--- src/rtl/seg_scan_decoder.sv ---
// ---------------------------------------------------------------------------
// seg_scan_decoder
//
// Recovers the eight displayed characters from a multiplexed, active-low
// 7-segment scan bus. Each strobe dwell is sampled until it has been steady
// long enough. Its glyph is decoded to a hex nibble and collected into a
// shadow frame. After position 7 the frame is handed to the consumer
// through a valid/ready output register.
//
// Parameters
//   STABLE_CYCLES  identical consecutive samples required before a position
//                  is latched (intended to be >= 1)
//
// Ports
//   clk           rising-edge system clock
//   rst           asynchronous, active-high reset
//   digit         scan strobe, active-low one-hot (bit i low = position i)
//   segment_data  active-low segments, bit0=a .. bit6=g, bit7=dp
//   frame_data    decoded nibbles, position i in bits [4i+3:4i]
//   frame_dp      decimal points, bit i set when dp lit at position i
//   frame_valid   frame_data/frame_dp hold a complete frame
//   frame_ready   consumer accepts the presented frame
//   overflow      sticky: a completed frame was dropped (output still full)
//   decode_err    sticky: an unrecognised glyph was latched
//
// Build option
//   SEG_DECODE_ERR_EN  when defined, unrecognised glyphs set decode_err.
//                      Otherwise decode_err is tied low. In both builds such
//                      a glyph decodes to nibble 0.
// ---------------------------------------------------------------------------
module seg_scan_decoder #(
  parameter int STABLE_CYCLES = 4
) (
  input  logic        clk,
  input  logic        rst,
  input  logic [7:0]  digit,
  input  logic [7:0]  segment_data,
  output logic [31:0] frame_data,
  output logic [7:0]  frame_dp,
  output logic        frame_valid,
  input  logic        frame_ready,
  output logic        overflow,
  output logic        decode_err
);

  localparam int CW = $clog2(STABLE_CYCLES + 1);
  localparam logic [CW-1:0] CNT_MAX = CW'(STABLE_CYCLES - 1);

  typedef enum logic [1:0] {HUNT, SETTLE, LATCH, WAIT_NEXT} state_t;

  state_t        state;
  state_t        state_next;

  logic [7:0]    dig_q;
  logic [7:0]    seg_q;
  logic [CW-1:0] cnt;
  logic [2:0]    exp_pos;
  logic [7:0]    lat_dig;
  logic [7:0]    lat_seg;
  logic [31:0]   shadow_data;
  logic [7:0]    shadow_dp;

  logic          sample_same;
  logic          sample_blank;
  logic          stable;
  logic          in_order;
  logic          hunt_en;
  logic          capture_en;
  logic          latch_en;
  logic          frame_done;
  logic [3:0]    lat_nib;
  logic [31:0]   full_data;
  logic [7:0]    full_dp;

  // True when exactly one strobe line is pulled low.
  function automatic logic is_single(input logic [7:0] d);
    return $onehot(~d);
  endfunction

  // Index of the low strobe bit. Only meaningful when is_single() holds.
  function automatic logic [2:0] pos_of(input logic [7:0] d);
    logic [2:0] p;
    p = '0;
    for (int i = 0; i < 8; i++) begin
      if (!d[i]) p = 3'(i);
    end
    return p;
  endfunction

  // Active-high glyph to hex nibble. Unknown patterns fall back to 0.
  function automatic logic [3:0] glyph_nibble(input logic [6:0] g);
    case (g)
      7'h3F: return 4'h0;
      7'h06: return 4'h1;
      7'h5B: return 4'h2;
      7'h4F: return 4'h3;
      7'h66: return 4'h4;
      7'h6D: return 4'h5;
      7'h7D: return 4'h6;
      7'h07: return 4'h7;
      7'h7F: return 4'h8;
      7'h6F: return 4'h9;
      7'h77: return 4'hA;
      7'h7C: return 4'hB;
      7'h39: return 4'hC;
      7'h5E: return 4'hD;
      7'h79: return 4'hE;
      7'h71: return 4'hF;
      default: return 4'h0;
    endcase
  endfunction

`ifdef SEG_DECODE_ERR_EN
  // Recognises the sixteen legal glyphs. Used only for error flagging.
  function automatic logic glyph_known(input logic [6:0] g);
    case (g)
      7'h3F, 7'h06, 7'h5B, 7'h4F, 7'h66, 7'h6D, 7'h7D, 7'h07,
      7'h7F, 7'h6F, 7'h77, 7'h7C, 7'h39, 7'h5E, 7'h79, 7'h71: return 1'b1;
      default: return 1'b0;
    endcase
  endfunction
`endif

  // The stability compare checks the incoming sample against the registered
  // one. The count therefore describes how long the registered copy has
  // been steady. A blank strobe never accumulates stability.
  assign sample_same  = ({digit, segment_data} == {dig_q, seg_q});
  assign sample_blank = !is_single(digit);
  assign stable       = (cnt == CNT_MAX) && is_single(dig_q);
  assign in_order     = (pos_of(dig_q) == exp_pos);

  // Input register and saturating stability counter. Saturation keeps a
  // long dwell from wrapping back into a second latch.
  always_ff @(posedge clk or posedge rst) begin
    if (rst) begin
      dig_q <= 8'hFF;
      seg_q <= 8'hFF;
      cnt   <= '0;
    end else begin
      dig_q <= digit;
      seg_q <= segment_data;
      if (sample_blank || !sample_same)
        cnt <= '0;
      else if (cnt != CNT_MAX)
        cnt <= cnt + 1'b1;
    end
  end

  // FSM state register.
  always_ff @(posedge clk or posedge rst) begin
    if (rst) state <= HUNT;
    else     state <= state_next;
  end

  // Next-state logic. A frame only begins on position 0. Once a position
  // is latched, WAIT_NEXT blocks re-latching until the strobe moves on.
  always_comb begin
    state_next = state;
    case (state)
      HUNT:      if (dig_q == 8'hFE) state_next = SETTLE;
      SETTLE:    if (stable) state_next = in_order ? LATCH : HUNT;
      LATCH:     state_next = (exp_pos == 3'd7) ? HUNT : WAIT_NEXT;
      WAIT_NEXT: if (dig_q != lat_dig) state_next = SETTLE;
      default:   state_next = HUNT;
    endcase
  end

  // FSM outputs. The sample is captured on the SETTLE->LATCH decision so
  // the LATCH cycle is immune to the strobe moving underneath it.
  always_comb begin
    hunt_en    = (state == HUNT);
    capture_en = (state == SETTLE) && stable && in_order;
    latch_en   = (state == LATCH);
  end

  assign lat_nib    = glyph_nibble(~lat_seg[6:0]);
  assign frame_done = latch_en && (exp_pos == 3'd7);

  // Position 7 bypasses the shadow, so the merged frame is ready in the
  // same cycle LATCH completes.
  always_comb begin
    full_data        = shadow_data;
    full_data[31:28] = lat_nib;
    full_dp          = shadow_dp;
    full_dp[7]       = ~lat_seg[7];
  end

  // Shadow frame assembly. Returning to HUNT throws away any partial frame.
  always_ff @(posedge clk or posedge rst) begin
    if (rst) begin
      exp_pos     <= '0;
      lat_dig     <= 8'hFF;
      lat_seg     <= 8'hFF;
      shadow_data <= '0;
      shadow_dp   <= '0;
    end else begin
      if (hunt_en) begin
        exp_pos     <= '0;
        shadow_data <= '0;
        shadow_dp   <= '0;
      end
      if (capture_en) begin
        lat_dig <= dig_q;
        lat_seg <= seg_q;
      end
      if (latch_en) begin
        shadow_data[{exp_pos, 2'b00} +: 4] <= lat_nib;
        shadow_dp[exp_pos]                 <= ~lat_seg[7];
        exp_pos                            <= exp_pos + 3'd1;
      end
    end
  end

  // Output handshake. A completed frame loads when the output is empty or
  // being accepted in the same cycle. Otherwise the frame is dropped and
  // the event is remembered in overflow.
  always_ff @(posedge clk or posedge rst) begin
    if (rst) begin
      frame_data  <= '0;
      frame_dp    <= '0;
      frame_valid <= 1'b0;
      overflow    <= 1'b0;
    end else begin
      if (frame_done) begin
        if (!frame_valid || frame_ready) begin
          frame_data  <= full_data;
          frame_dp    <= full_dp;
          frame_valid <= 1'b1;
        end else begin
          overflow <= 1'b1;
        end
      end else if (frame_valid && frame_ready) begin
        frame_valid <= 1'b0;
      end
    end
  end

`ifdef SEG_DECODE_ERR_EN
  // Sticky flag for any glyph outside the hex set reaching LATCH.
  always_ff @(posedge clk or posedge rst) begin
    if (rst)
      decode_err <= 1'b0;
    else if (latch_en && !glyph_known(~lat_seg[6:0]))
      decode_err <= 1'b1;
  end
`else
  assign decode_err = 1'b0;
`endif

endmodule

--- config.mk ---
export PLATFORM = sky130hd
export DESIGN_NAME = seg_scan_decoder
export DESIGN_NICKNAME = d
export VERILOG_FILES = /design/src/rtl/seg_scan_decoder.sv
export SDC_FILE = /design/constraint.sdc
export NUM_CORES = 1
export LEC_CHECK = 0
export BUFFER_PORTS_ARGS = -buffer_cell sky130_fd_sc_hd__buf_2
export CAP_MARGIN = 20
export CELL_PAD_IN_SITES_DETAIL_PLACEMENT = 1
export CELL_PAD_IN_SITES_GLOBAL_PLACEMENT = 1
export CORE_ASPECT_RATIO = 0.75
export CORE_MARGIN = 5
export CORE_UTILIZATION = 37
export DETAILED_ROUTE_END_ITERATION = 16
export HOLD_SLACK_MARGIN = 0.15
export PLACE_DENSITY_LB_ADDON = 0.12
export SLEW_MARGIN = 5
export SYNTH_ARGS = -nofsm -noshare
export SYNTH_HDL_FRONTEND = slang
export SYNTH_SLANG_ARGS = --single-unit
export TNS_END_PERCENT = 50
--- constraint.sdc ---
create_clock -name clk -period 4.05 [get_ports clk]
set_input_delay 0.81 -clock clk [delete_from_list [all_inputs] [get_ports clk]]
set_output_delay 0.81 -clock clk [all_outputs]
set_load 0.01 [all_outputs]
==> flow_metrics.py <==
metrics = {
    "status": {
        "status": "complete, no violations",
    },
    "floorplan": {
        "die_x_um": 154,
        "dieArea_um2": 18200,
        "start_util_pct": 37.8,
        "core_area_um2": 15300,
        "ios": 62,
        "die_h_um": 118,
        "fp-row-count": 39,
    },
    "synth": {
        "synth_top_area_share_pct": 36.9,
        "ys_seq_area_share_pct": 51.5,
        "synth_seq_cells": 117,
        "postSynthAreaPerCell_um2": 12.0,
        "ys_async_sr_fraction_pct": 100,
        "syn-instance-count": 480,
        "synth-edff-count": 0,
        "synth_most_common_cell": "dfrtp_1",
        "synth_cell_types": 55,
        "yosys_warnings": 0,
        "synth_area_um2": 5770,
        "synth_top_flop_cell": "dfrtp_1",
        "synth_area_leaders": "dfrtp_1, dfstp_2, mux2_2",
        "synth_fp_nets": 524,
        "synth_common_cells": "dfrtp_1, mux2_2, dfstp_2, inv_1, nand2b_1",
        "synth.largest_area_cell": "dfrtp_1",
    },
    "min_path": {
        "hold_end": "overflow$_DFFE_PP0P_",
        "hold_path_class": "reg2reg",
        "hp-start": "overflow$_DFFE_PP0P_",
        "holdPathStages": 1,
    },
    "clocking": {
        "clockBufferDepth": 2,
        "cts_num_sinks": 117,
        "clk_pin_slew_ns": 0.05,
        "cts_made_buffers": 17,
        "clkLatencyLatePin_ns": 0.42,
        "clock-root-buffer": "clkbuf_16",
        "cts_tree": "yes",
        "htree_num_levels": 4,
        "postCtsHoldBufs": 0,
    },
    "grt": {
        "grt.busiest_layer": "met2",
        "grtUsageMet2_pct": 23.2,
        "grt_pass1_vias": 4131,
        "grt_start_max_net_pins": 61,
        "grtUsageMet3_pct": 4.45,
        "grt_pass1_wl_mm": 22.3,
        "grt_antenna_before_repair": 0,
        "grt_overflow": 0,
        "grtUsageTotal_pct": 15.5,
        "grt.met1_usage_pct": 22.0,
    },
    "sta": {
        "finalCriticalPeriod_ns": 4.02,
        "maxSlewViolCount": 0,
        "max_freq_mhz": 249,
        "finalHoldViolCount": 0,
        "tightest_slew_ns": 0.745,
        "fin_skew_ns": 0.0106,
        "period_share_pct": 99.4,
        "hold_slack_ns": 0.490,
        "setup_viol": 0,
        "timing.slew.headroom_pct": 50.3,
        "rsz0062_at_grt": "yes",
    },
    "critical_path": {
        "cp.depth": 14,
        "crit_family": "adder cells",
        "crit_fanout": 8,
        "crit_chain": "fa_1 -> inv_1 -> fa_1 -> fa_1 -> ha_2 -> inv_2 -> fa_2 -> o2111ai_2 -> a21oi_2 -> nand3_2 -> nor3b_4 -> buf_6 -> buf_12 -> mux2_2",
        "critPathArrivalTime_ns": 4.36,
        "reg2reg_setup_slack_ns": 0.03,
        "setup.worst_path.end_class": "flop",
        "r2r_start": "dig_q[1]$_DFF_PP1_",
        "cp_slowest_stage_delay_ns": 0.54,
        "cp_common_cell": "fa_1",
        "r2r_cells": 14,
        "cp_slowest_cell": "dfstp_2",
        "cp-start-kind": "flop",
        "crit_buf_inv": 4,
        "critPathKind": "reg2reg",
        "required_ns": 4.38,
        "r2r-end": "lat_seg[4]$_DFFE_PP1P_",
    },
    "route": {
        "via_per_inst": 4.93,
        "vias": 3754,
        "drc": 0,
        "wirelength_mm": 13.3,
        "postRouteAntennaNets": 0,
        "drt-wirelength-per-cell_um": 17.5,
        "first_iter_violations": 166,
        "dr.pass1.iters": 4,
    },
    "power": {
        "vdd_drop_max_mv": 0.263,
        "p_per_area_nw_per_um2": 455,
        "leakage_uw": 0.00319,
    },
    "layout": {
        "multiInputGateArea_um2": 2570,
        "area_delta_synth_final_pct": 22.2,
        "final-seq-area_um2": 2970,
        "antenna_cells": 0,
        "final_util_pct": 46.2,
        "finalNetCount": 588,
        "drive_above_1_share_pct": 37.0,
        "n_fill_cell": 1621,
        "fin_area_um2": 7050,
    },
    "placed_design": {
        "placed_area_um2": 6310,
        "place_congestion": 0.780,
        "place_hpwl_mm": 9.21,
        "io_buffers": 60,
    },
    "run": {
        "maxCapViolations": 0,
    },
}
-- worst max path at each step --
| stage | slack (ns) | endpoint | startpoint |
|---|---|---|---|
| 2_1_floorplan | 0.04 | lat_dig[1]$_DFFE_PP1P_ | dig_q[1]$_DFF_PP1_ |
| 3_3_place_gp | 0.06 | lat_seg[4]$_DFFE_PP1P_ | dig_q[1]$_DFF_PP1_ |
| 3_5_place_dp | -0.05 | lat_dig[7]$_DFFE_PP1P_ | dig_q[1]$_DFF_PP1_ |
| 4_1_cts | -0.006 | lat_seg[5]$_DFFE_PP1P_ | dig_q[1]$_DFF_PP1_ |
| 5_1_grt | -0.11 | lat_seg[4]$_DFFE_PP1P_ | dig_q[1]$_DFF_PP1_ |
| 6_report | 0.03 | lat_seg[4]$_DFFE_PP1P_ | dig_q[1]$_DFF_PP1_ |
-- flip-flops by register name (all words and copies together), names as in the netlist --
signal       flops
frame_data      32
cnt              3
frame_valid      1
shadow_dp        7
state            2
lat_seg          8
dig_q            8
exp_pos          3
seg_q            8
overflow         1
shadow_data     28
frame_dp         8
lat_dig          8
-- per-layer routing --
metal	vias to the layer above	part of all wire, %
met3	13	3.5
met4	0	1.0
met5	-	0
met2	51	46
met1	1920	50
li1	1770	-
-- area by class of cell --
type                       count  share of cell area, %
sequential                   117                   42.1
multi-input combinational    303                   36.5
clock buffer                  24                   6.98
timing repair buffer          74                   6.69
tap                          205                   3.64
clock inverter                 8                   2.40
inverter                      31                   1.69
-- cell usage in the layout, fill, tap and decap left out, types with 19 or more instances in the layout --
cell / n
mux2_2: 40
mux2i_1: 23
dfrtp_1: 85
xnor2_1: 22
dfstp_2: 32
inv_1: 28
nand2_1: 19
nand2b_1: 27
buf_2: 60
-- cells by family (layout without fill, tap and decap cells) --
kind of cell | count (synthesis) | after routing | share of synthesized area [%]
xor gates and xnor gates | 27 | 27 | 4.23
AOI/OAI and AO/OA | 48 | 48 | 5.19
adders and majority gates | 25 | 25 | 6.47
and+or+nand+nor | 128 | 128 | 13.5
muxes | 74 | 74 | 14.6
DFF | 117 | 117 | 51.5
buffers and inverters | 60 | 137 | 4.49
other | 1 | 1 | 0.0650
-- through the flow --
step	total power, µW	cells	setup slack, ns	setup TNS (ns)
final	3210	762	0.0263	0
after global routing	3360	762	-0.107	-1.48
after CTS	3230	758	-0.00612	-0.00612
after detailed placement	1540	726	-0.0460	-0.295
after global placement	1530	725	0.0587	0
after floorplan	1450	480	0.0364	0
-- power breakdown --
group          switching, µW  internal, µW
clock network            520          1160
registers               14.4          1190
logic                    179           148
total                    713          2500
-- timing repair --
| action | CTS | global route |
|---|---|---|
| setup endpoints to repair | 17 | 17 |
| setup buffers | 0 | 3 |
| gates cloned | 0 | 1 |
| gates resized for setup | 1 | 7 |
Note: power is estimated with default switching activity, not from simulation.
